<file path="config.mk">
export PLATFORM = sky130hd
export DESIGN_NAME = muldiv_seq
export DESIGN_NICKNAME = d
export VERILOG_FILES = /design/src/rtl/muldiv_seq_pkg.sv /design/src/rtl/muldiv_seq_iter.sv /design/src/rtl/muldiv_seq.sv
export SDC_FILE = /design/constraint.sdc
export NUM_CORES = 2
export LEC_CHECK = 0
export CORE_MARGIN = 2
export CORE_UTILIZATION = 51
export CTS_CLUSTER_SIZE = 14
export DETAILED_ROUTE_END_ITERATION = 7
export HOLD_SLACK_MARGIN = 0.15
export PLACE_DENSITY_LB_ADDON = 0.1
export SLEW_MARGIN = 15
export SYNTH_ARGS = -nofsm -noshare
export SYNTH_HDL_FRONTEND = slang
export SYNTH_SLANG_ARGS = --single-unit
</file>
<file path="constraint.sdc">
create_clock -name clk -period 11.82 [get_ports clk]
set_input_delay 1.182 -clock clk [delete_from_list [all_inputs] [get_ports clk]]
set_output_delay 1.182 -clock clk [all_outputs]
set_load 0.005 [all_outputs]
</file>
<file path="src/rtl/muldiv_seq_pkg.sv">
// pipes: shared execute-stage types for the multiply/divide sequencer.
//   alufunc_t       ALU function codes seen by the execute stage
//   muldiv_state_t  sequencer FSM states
//   MULDIV_ITER_*   iteration counts for 64-bit and word operations
//   is_muldiv()     true for the codes the sequencer accepts
package pipes;

    typedef enum logic [3:0] {
        ALU_ADD, ALU_SUB, ALU_AND, ALU_OR, ALU_XOR, ALU_SLL, ALU_SRL, ALU_SRA,
        ALU_SLT, ALU_SLTU, ALU_MULT, ALU_DIV, ALU_REM, ALU_DIVU, ALU_REMU
    } alufunc_t;

    typedef enum logic [2:0] {
        IDLE, MUL, DIV, FIX, DONE
    } muldiv_state_t;

    localparam int MULDIV_ITER_64 = 64;
    localparam int MULDIV_ITER_32 = 32;

    function automatic logic is_muldiv(input alufunc_t f);
        return f inside {ALU_MULT, ALU_DIV, ALU_REM, ALU_DIVU, ALU_REMU};
    endfunction

endpackage

</file>
<file path="src/rtl/muldiv_seq_iter.sv">
// muldiv_iter: shift-add multiply / restoring divide datapath registers.
//   clk, reset    clock, async active-high reset
//   i_load        capture initial multiplicand/divisor and shift register
//   i_mcand       multiplicand (mul) or divisor magnitude (div)
//   i_sr          multiplier (mul) or left-aligned dividend magnitude (div)
//   i_mul_step    one shift-add step
//   i_div_step    one restoring-divide step
//   o_prod        low XLEN bits of the running product
//   o_quot        quotient (shift register after the last divide step)
//   o_rem         partial remainder
module muldiv_iter #(
    parameter int XLEN = 64
) (
    input  logic            clk,
    input  logic            reset,
    input  logic            i_load,
    input  logic [XLEN-1:0] i_mcand,
    input  logic [XLEN-1:0] i_sr,
    input  logic            i_mul_step,
    input  logic            i_div_step,
    output logic [XLEN-1:0] o_prod,
    output logic [XLEN-1:0] o_quot,
    output logic [XLEN-1:0] o_rem
);

    logic [XLEN-1:0] r_acc;
    logic [XLEN-1:0] r_rem;
    logic [XLEN-1:0] r_sr;
    logic [XLEN-1:0] r_mcand;

    // Remainder stays below the divisor, so the shifted value needs one extra
    // bit; the top bit of the difference is the borrow.
    logic [XLEN:0] w_shift;
    logic [XLEN:0] w_diff;

    assign w_shift = {r_rem, r_sr[XLEN-1]};
    assign w_diff  = w_shift - {1'b0, r_mcand};

    always_ff @(posedge clk or posedge reset) begin
        if (reset) begin
            r_acc   <= '0;
            r_rem   <= '0;
            r_sr    <= '0;
            r_mcand <= '0;
        end else if (i_load) begin
            r_acc   <= '0;
            r_rem   <= '0;
            r_sr    <= i_sr;
            r_mcand <= i_mcand;
        end else if (i_mul_step) begin
            r_acc   <= r_acc + (r_sr[0] ? r_mcand : '0);
            r_mcand <= r_mcand << 1;
            r_sr    <= r_sr >> 1;
        end else if (i_div_step) begin
            if (!w_diff[XLEN]) begin
                r_rem <= w_diff[XLEN-1:0];
                r_sr  <= {r_sr[XLEN-2:0], 1'b1};
            end else begin
                r_rem <= w_shift[XLEN-1:0];
                r_sr  <= {r_sr[XLEN-2:0], 1'b0};
            end
        end
    end

    assign o_prod = r_acc;
    assign o_quot = r_sr;
    assign o_rem  = r_rem;

endmodule

</file>
<file path="src/rtl/muldiv_seq.sv">
// muldiv_seq: multi-cycle multiply/divide sequencer for the execute stage.
//   clk, reset    clock, async active-high reset
//   start_valid   execute stage holds a mul/div instruction
//   func          ALU_MULT/DIV/REM/DIVU/REMU (others ignored)
//   is_word       W form: 32-bit operands, sign-extended 32-bit result
//   a, b          rs1 / rs2
//   flush         kill the in-flight operation
//   busy          pipeline stall request (combinational)
//   done          one-cycle result-valid pulse
//   result        product, quotient or remainder
module muldiv_seq
    import pipes::*;
#(
    parameter int XLEN = 64
) (
    input  logic            clk,
    input  logic            reset,
    input  logic            start_valid,
    input  alufunc_t        func,
    input  logic            is_word,
    input  logic [XLEN-1:0] a,
    input  logic [XLEN-1:0] b,
    input  logic            flush,
    output logic            busy,
    output logic            done,
    output logic [XLEN-1:0] result
);

    localparam int HALF = XLEN / 2;

    muldiv_state_t   r_state, w_state_nxt;
    logic [6:0]      r_cnt;
    alufunc_t        r_func;
    logic            r_word;
    logic            r_neg_q;
    logic            r_neg_r;
    logic [XLEN-1:0] r_result;

    // ---- operand prep (input side, used on the accept edge) ----
    logic            w_is_mul, w_is_rem, w_unsigned, w_signed_div;
    logic [XLEN-1:0] w_a_ext, w_b_ext, w_a_mag, w_b_mag, w_min;
    logic            w_sa, w_sb, w_b_zero, w_ovf, w_special, w_accept;
    logic [XLEN-1:0] w_spec_res;

    assign w_is_mul     = (func == ALU_MULT);
    assign w_is_rem     = (func == ALU_REM) || (func == ALU_REMU);
    assign w_unsigned   = (func == ALU_DIVU) || (func == ALU_REMU);
    assign w_signed_div = (func == ALU_DIV) || (func == ALU_REM);

    assign w_a_ext = !is_word  ? a :
                     w_unsigned ? {{HALF{1'b0}}, a[HALF-1:0]} : {{HALF{a[HALF-1]}}, a[HALF-1:0]};
    assign w_b_ext = !is_word  ? b :
                     w_unsigned ? {{HALF{1'b0}}, b[HALF-1:0]} : {{HALF{b[HALF-1]}}, b[HALF-1:0]};

    assign w_sa    = w_signed_div & w_a_ext[XLEN-1];
    assign w_sb    = w_signed_div & w_b_ext[XLEN-1];
    assign w_a_mag = w_sa ? -w_a_ext : w_a_ext;
    assign w_b_mag = w_sb ? -w_b_ext : w_b_ext;

    // Most-negative value at the operation width, as it looks after sign extension.
    assign w_min = is_word ? {{(HALF+1){1'b1}}, {(HALF-1){1'b0}}} : {1'b1, {(XLEN-1){1'b0}}};

    assign w_b_zero   = !w_is_mul && (w_b_ext == '0);
    assign w_ovf      = w_signed_div && (w_a_ext == w_min) && (&w_b_ext);
    assign w_special  = w_b_zero | w_ovf;
    assign w_spec_res = w_b_zero ? (w_is_rem ? w_a_ext : '1)
                                 : (w_is_rem ? '0 : w_a_ext);

    assign w_accept = (r_state == IDLE) && start_valid && !flush && is_muldiv(func);

    // ---- datapath ----
    logic [XLEN-1:0] w_prod, w_quot, w_rem;

    muldiv_iter #(.XLEN(XLEN)) u_iter (
        .clk        (clk),
        .reset      (reset),
        .i_load     (w_accept && !w_special),
        .i_mcand    (w_is_mul ? w_a_ext : w_b_mag),
        // Word divides run 32 steps, so the dividend is left-aligned.
        .i_sr       (w_is_mul ? w_b_ext : (is_word ? {w_a_mag[HALF-1:0], {HALF{1'b0}}} : w_a_mag)),
        .i_mul_step (r_state == MUL),
        .i_div_step (r_state == DIV),
        .o_prod     (w_prod),
        .o_quot     (w_quot),
        .o_rem      (w_rem)
    );

    // ---- FIX: sign correction and W sign-extension ----
    logic [XLEN-1:0] w_raw, w_fix;

    always_comb begin
        w_raw = w_prod;
        case (r_func)
            ALU_DIV, ALU_DIVU: w_raw = r_neg_q ? -w_quot : w_quot;
            ALU_REM, ALU_REMU: w_raw = r_neg_r ? -w_rem : w_rem;
            default:           w_raw = w_prod;
        endcase
    end

    assign w_fix = r_word ? {{HALF{w_raw[HALF-1]}}, w_raw[HALF-1:0]} : w_raw;

    // ---- FSM ----
    always_ff @(posedge clk or posedge reset) begin
        if (reset) r_state <= IDLE;
        else       r_state <= w_state_nxt;
    end

    always_comb begin
        w_state_nxt = r_state;
        case (r_state)
            IDLE: if (w_accept) w_state_nxt = w_special ? DONE : (w_is_mul ? MUL : DIV);
            MUL, DIV: begin
                if (flush)           w_state_nxt = IDLE;
                else if (r_cnt == 1) w_state_nxt = FIX;
            end
            FIX:  w_state_nxt = flush ? IDLE : DONE;
            DONE: w_state_nxt = IDLE;
            default: w_state_nxt = IDLE;
        endcase
    end

    always_ff @(posedge clk or posedge reset) begin
        if (reset) begin
            r_cnt    <= '0;
            r_func   <= ALU_ADD;
            r_word   <= 1'b0;
            r_neg_q  <= 1'b0;
            r_neg_r  <= 1'b0;
            r_result <= '0;
        end else begin
            if (w_accept) begin
                r_cnt   <= is_word ? 7'(MULDIV_ITER_32) : 7'(MULDIV_ITER_64);
                r_func  <= func;
                r_word  <= is_word;
                r_neg_q <= w_sa ^ w_sb;
                r_neg_r <= w_sa;
            end else if ((r_state == MUL || r_state == DIV) && r_cnt != '0) begin
                r_cnt <= r_cnt - 7'd1;
            end

            if (w_accept && w_special)        r_result <= w_spec_res;
            else if (r_state == FIX && !flush) r_result <= w_fix;
        end
    end

    assign busy   = w_accept || (r_state == MUL) || (r_state == DIV) || (r_state == FIX);
    assign done   = (r_state == DONE);
    assign result = r_result;

endmodule

</file>
==> results.md <==
- CTS buffer count: between 40 and 50
- Clk pin slew, worst setup/hold paths: 0.06 ns
- Synth async-reset ratio: 100%
- Mean post-synth cell area: 7.42 µm²
- Fill cell count: 5,915
- Total grt overflow: 0
- Placer congestion estimate: 1.07
- WP data arrival: around 6.7 ns
- Die Span Y: between 200 and 300 µm
- Placed cell count: between 4,000 and 5,000
- Worst hold path class: reg2reg
- Crit path largest cell delay: between 0.6 and 0.7 ns
- Measured slew at the worst slew-check pin: between 1 and 1.5 ns
- Core area: between 60,000 and 70,000 µm²
- Latest clock arrival within the worst-skew pair: around 0.6 ns
- Hold endpoint: result[37]$_DFFE_PP0P_
- Share of cells above drive strength 1: about 4.9%
- Critical path launch point type: input port
- Initial Util: between 50% and 60%
- CTS tree: built
- Register-to-Register Setup Slack: between 6 and 7 ns
- First-pass iteration count of the detailed router: 6
- Final worst slack: roughly 5.6 ns
- H-tree depth: 2
- Number of max-cap violations: 0
- Initial antenna violation count: 4
- Peak Freq: 0.161 GHz
- Outcome: finished, final reports clean
- Critical path peak fanout: between 60 and 70
- Synth warnings: 0
- Vias in the first global route: roughly 31,000
- DP HPWL: 102,000 µm
- RSZ-0062 raised after global routing: false
- FF/Latch Area: between 8000 and 9000 µm²
- Via Count: between 30,000 and 40,000
- CP most frequent cell: buf_4
- EDFF count, synth: 0
- Post-synthesis register bit count: roughly 340
- Most common flop cell mapped by yosys: dfrtp_1
- Final Hold Fails: 0
- Max-slew violations: 0
- Diodes inserted: 0
- Syn-to-layout area delta: 12.0%
- Final period util: a little over half
- Multi-input combinational cell area: around 21,000 µm²
- Peak VDD IR: roughly 0.15 mV
- Crit path capture type: flop
- Post-synthesis net count: 4,513
- Crit path max-delay cell type: nor4_1
- Worst Hold Depth: 2
- Crit path launch: b[3]
- Pwr Density: about 280 nW/µm²
- CTS Hold Bufs: 0
- Post-CTS setup buffers: 0
- ANT nets after route: 0
- Critical path depth in cells: 15
- I/O Buffers: slightly above 200
- Req. time, crit path: approximately 12 ns
- Num rows: 91
- Worst r2r path cells: 11
- CTS root buffer: clkbuf_16
- Skew final: ~0.02 ns
- Setup TNS: 0 ns
- Total GRT Usage: 41.3%
- Synth Instances: approximately 4,200
- Sequential-to-total area share from yosys stat: 26.8%
- Crit path max-delay family: simple AND/OR/NAND/NOR gates
- Dpl ws: approximately 5.3 ns
- Min Tclk post-route: ~6.2 ns
- First-pass GRT wire length: ~200,000 µm
- Non-Filler Instances: slightly above 5,000
- Library cells used by synthesis: 86
- PostCTS Resize Cnt: 0
- Buffers plus inverters on the worst setup path: 4
- Die footprint: 63,600 µm²
- # IOs: about 200
- CP Cell Sequence: clkdlybuf4s50_1 -> nor4_1 -> nand2b_1 -> or3_1 -> or4_1 -> nor4_2 -> a21oi_1 -> nor2_4 -> buf_4 -> nor2_1 -> buf_4 -> inv_2 -> and2_1 -> o21ai_0 -> o221a_2
- Post-route DRC: 0
- CTS Buffer Depth: 3
- Vias per inst: 6.79
- Final setup vio count: 0
- Largest net degree at the start of global routing: 132
- Die X-Extent: around 250 µm
- Total Routed Length: about 130,000 µm
- Pleak: between 0.01 and 0.015 µW
- Final nets: 4,508
- Cell area after synthesis: 31,400 µm²
- Wire per inst: 26.7 µm
- FF-to-FF End: result[37]$_DFFE_PP0P_
- Critical path type: in2reg
- Worst slew margin: around 20%
- FF-to-FF Start: u_iter.o_rem[7]$_DFFE_PP0P_
- DRT iter0 DRCs: 4,911
- Sinks on the clock net: ~340
- Hold path start: result[37]$_DFFE_PP0P_
## cell usage in the layout, fill, tap and decap left out, types with 50 or more instances in the layout
master	count
o21ai_0	483
nor3_1	68
clkdlybuf4s50_1	201
buf_4	50
ha_1	135
inv_1	115
nand2_1	415
a22oi_1	61
xnor2_1	206
o211ai_1	59
dfrtp_1	336
nand4_1	53
a21oi_1	401
o31ai_1	67
xor2_1	138
a21o_1	72
nor2_1	474
nand3_1	111
a31oi_1	53
## worst max path at each step
stage	slack (ns)	end
floorplan	1.30	r_cnt[0]$_DFFE_PP0P_
global placement	5.40	result[42]$_DFFE_PP0P_
detailed placement	5.26	result[38]$_DFFE_PP0P_
CTS	5.84	result[38]$_DFFE_PP0P_
global route	5.36	result[38]$_DFFE_PP0P_
finish	5.61	result[38]$_DFFE_PP0P_
## report_power, final
part,leakage [µW],internal [µW],switching [µW]
sequential,0.00423,1650,666
clock,0.000703,813,571
combinational,0.00900,2310,3860
total,0.0139,4770,5100
## cell usage after synthesis (55+ instances only)
| cell type | count | area [µm²] |
|---|---|---|
| dfrtp_1 | 337 | 8430 |
| nand3_1 | 111 | 556 |
| ha_1 | 135 | 1690 |
| xnor2_1 | 206 | 1800 |
| nor3_1 | 68 | 340 |
| o31ai_1 | 67 | 503 |
| inv_1 | 116 | 435 |
| o21ai_0 | 483 | 2420 |
| clkbuf_1 | 251 | 942 |
| a22oi_1 | 61 | 458 |
| xor2_1 | 139 | 1220 |
| a21o_1 | 72 | 541 |
| a31oi_1 | 55 | 344 |
| nand2_1 | 419 | 1570 |
| a21oi_1 | 401 | 2010 |
| nor2_1 | 479 | 1800 |
| o211ai_1 | 59 | 443 |
## layout make-up
| cell class | instances | share of cell area, % |
|---|---|---|
| Clock buffer | 59 | 3.57 |
| Clock inverter | 17 | 0.547 |
| Inverter | 119 | 1.29 |
| Multi-Input combinational cell | 3482 | 61.0 |
| Sequential cell | 337 | 23.9 |
| Tap cell | 790 | 2.81 |
| Timing Repair Buffer | 252 | 6.79 |
## state kept, by name, indices dropped and copies added (netlist names)
| register | cells |
|---|---|
| result | 64 |
| r_func | 4 |
| u_iter.o_rem | 64 |
| r_neg_r | 1 |
| r_neg_q | 1 |
| u_iter.r_mcand | 64 |
| u_iter.o_quot | 64 |
| u_iter.o_prod | 64 |
| r_cnt | 7 |
| r_word | 1 |
| r_state | 3 |
## through the flow
stage,utilization [%],instance area (µm²),hold slack [ns],total power (µW)
2_1_floorplan,-,31400,0.456,6320
3_3_place_gp,55.0,33800,0.455,8220
3_5_place_dp,55.0,33800,0.457,8250
4_1_cts,57.4,35200,0.468,9670
5_1_grt,57.4,35200,0.500,10500
6_report,57.4,35200,0.466,9860
## worst reg2reg max path, stage by stage (launching register included)
cell and delay (ns):
dfrtp_1 0.47, or4_1 0.61, nor4b_1 0.63, nand2_1 0.38
or3_1 0.54, nand2_1 0.11, xor2_1 0.27, o221ai_1 0.36
a21oi_2 0.89, o21ai_0 0.62, o211ai_1 0.39, nand2_1 0.10
## cells by family after synthesis
family                   after synthesis  share of synthesized area (%)
AO/OA/AOI/OAI                       1588                           31.9
XOR/XNOR                             345                           9.61
adder cells (fa/ha/maj)              137                           5.50
buffers and inverters                420                           5.11
flip-flops                           337                           26.8
multiplexers                          25                          0.800
AND/OR/NAND/NOR                     1387                           20.2
## per-layer routing
metal | wire length (µm) | share of wire [%] | GRT usage, % | vias up
li1 | - | - | - | 15600
met1 | 57600 | 43 | 61.0 | 16300
met2 | 53700 | 40 | 56.8 | 2142
met3 | 18300 | 14 | 12.1 | 288
met4 | 5190 | 3.9 | 14.2 | 4
met5 | 24 | 0.018 | 0 | -
No activity file was read; power rests on OpenSTA's default activity.
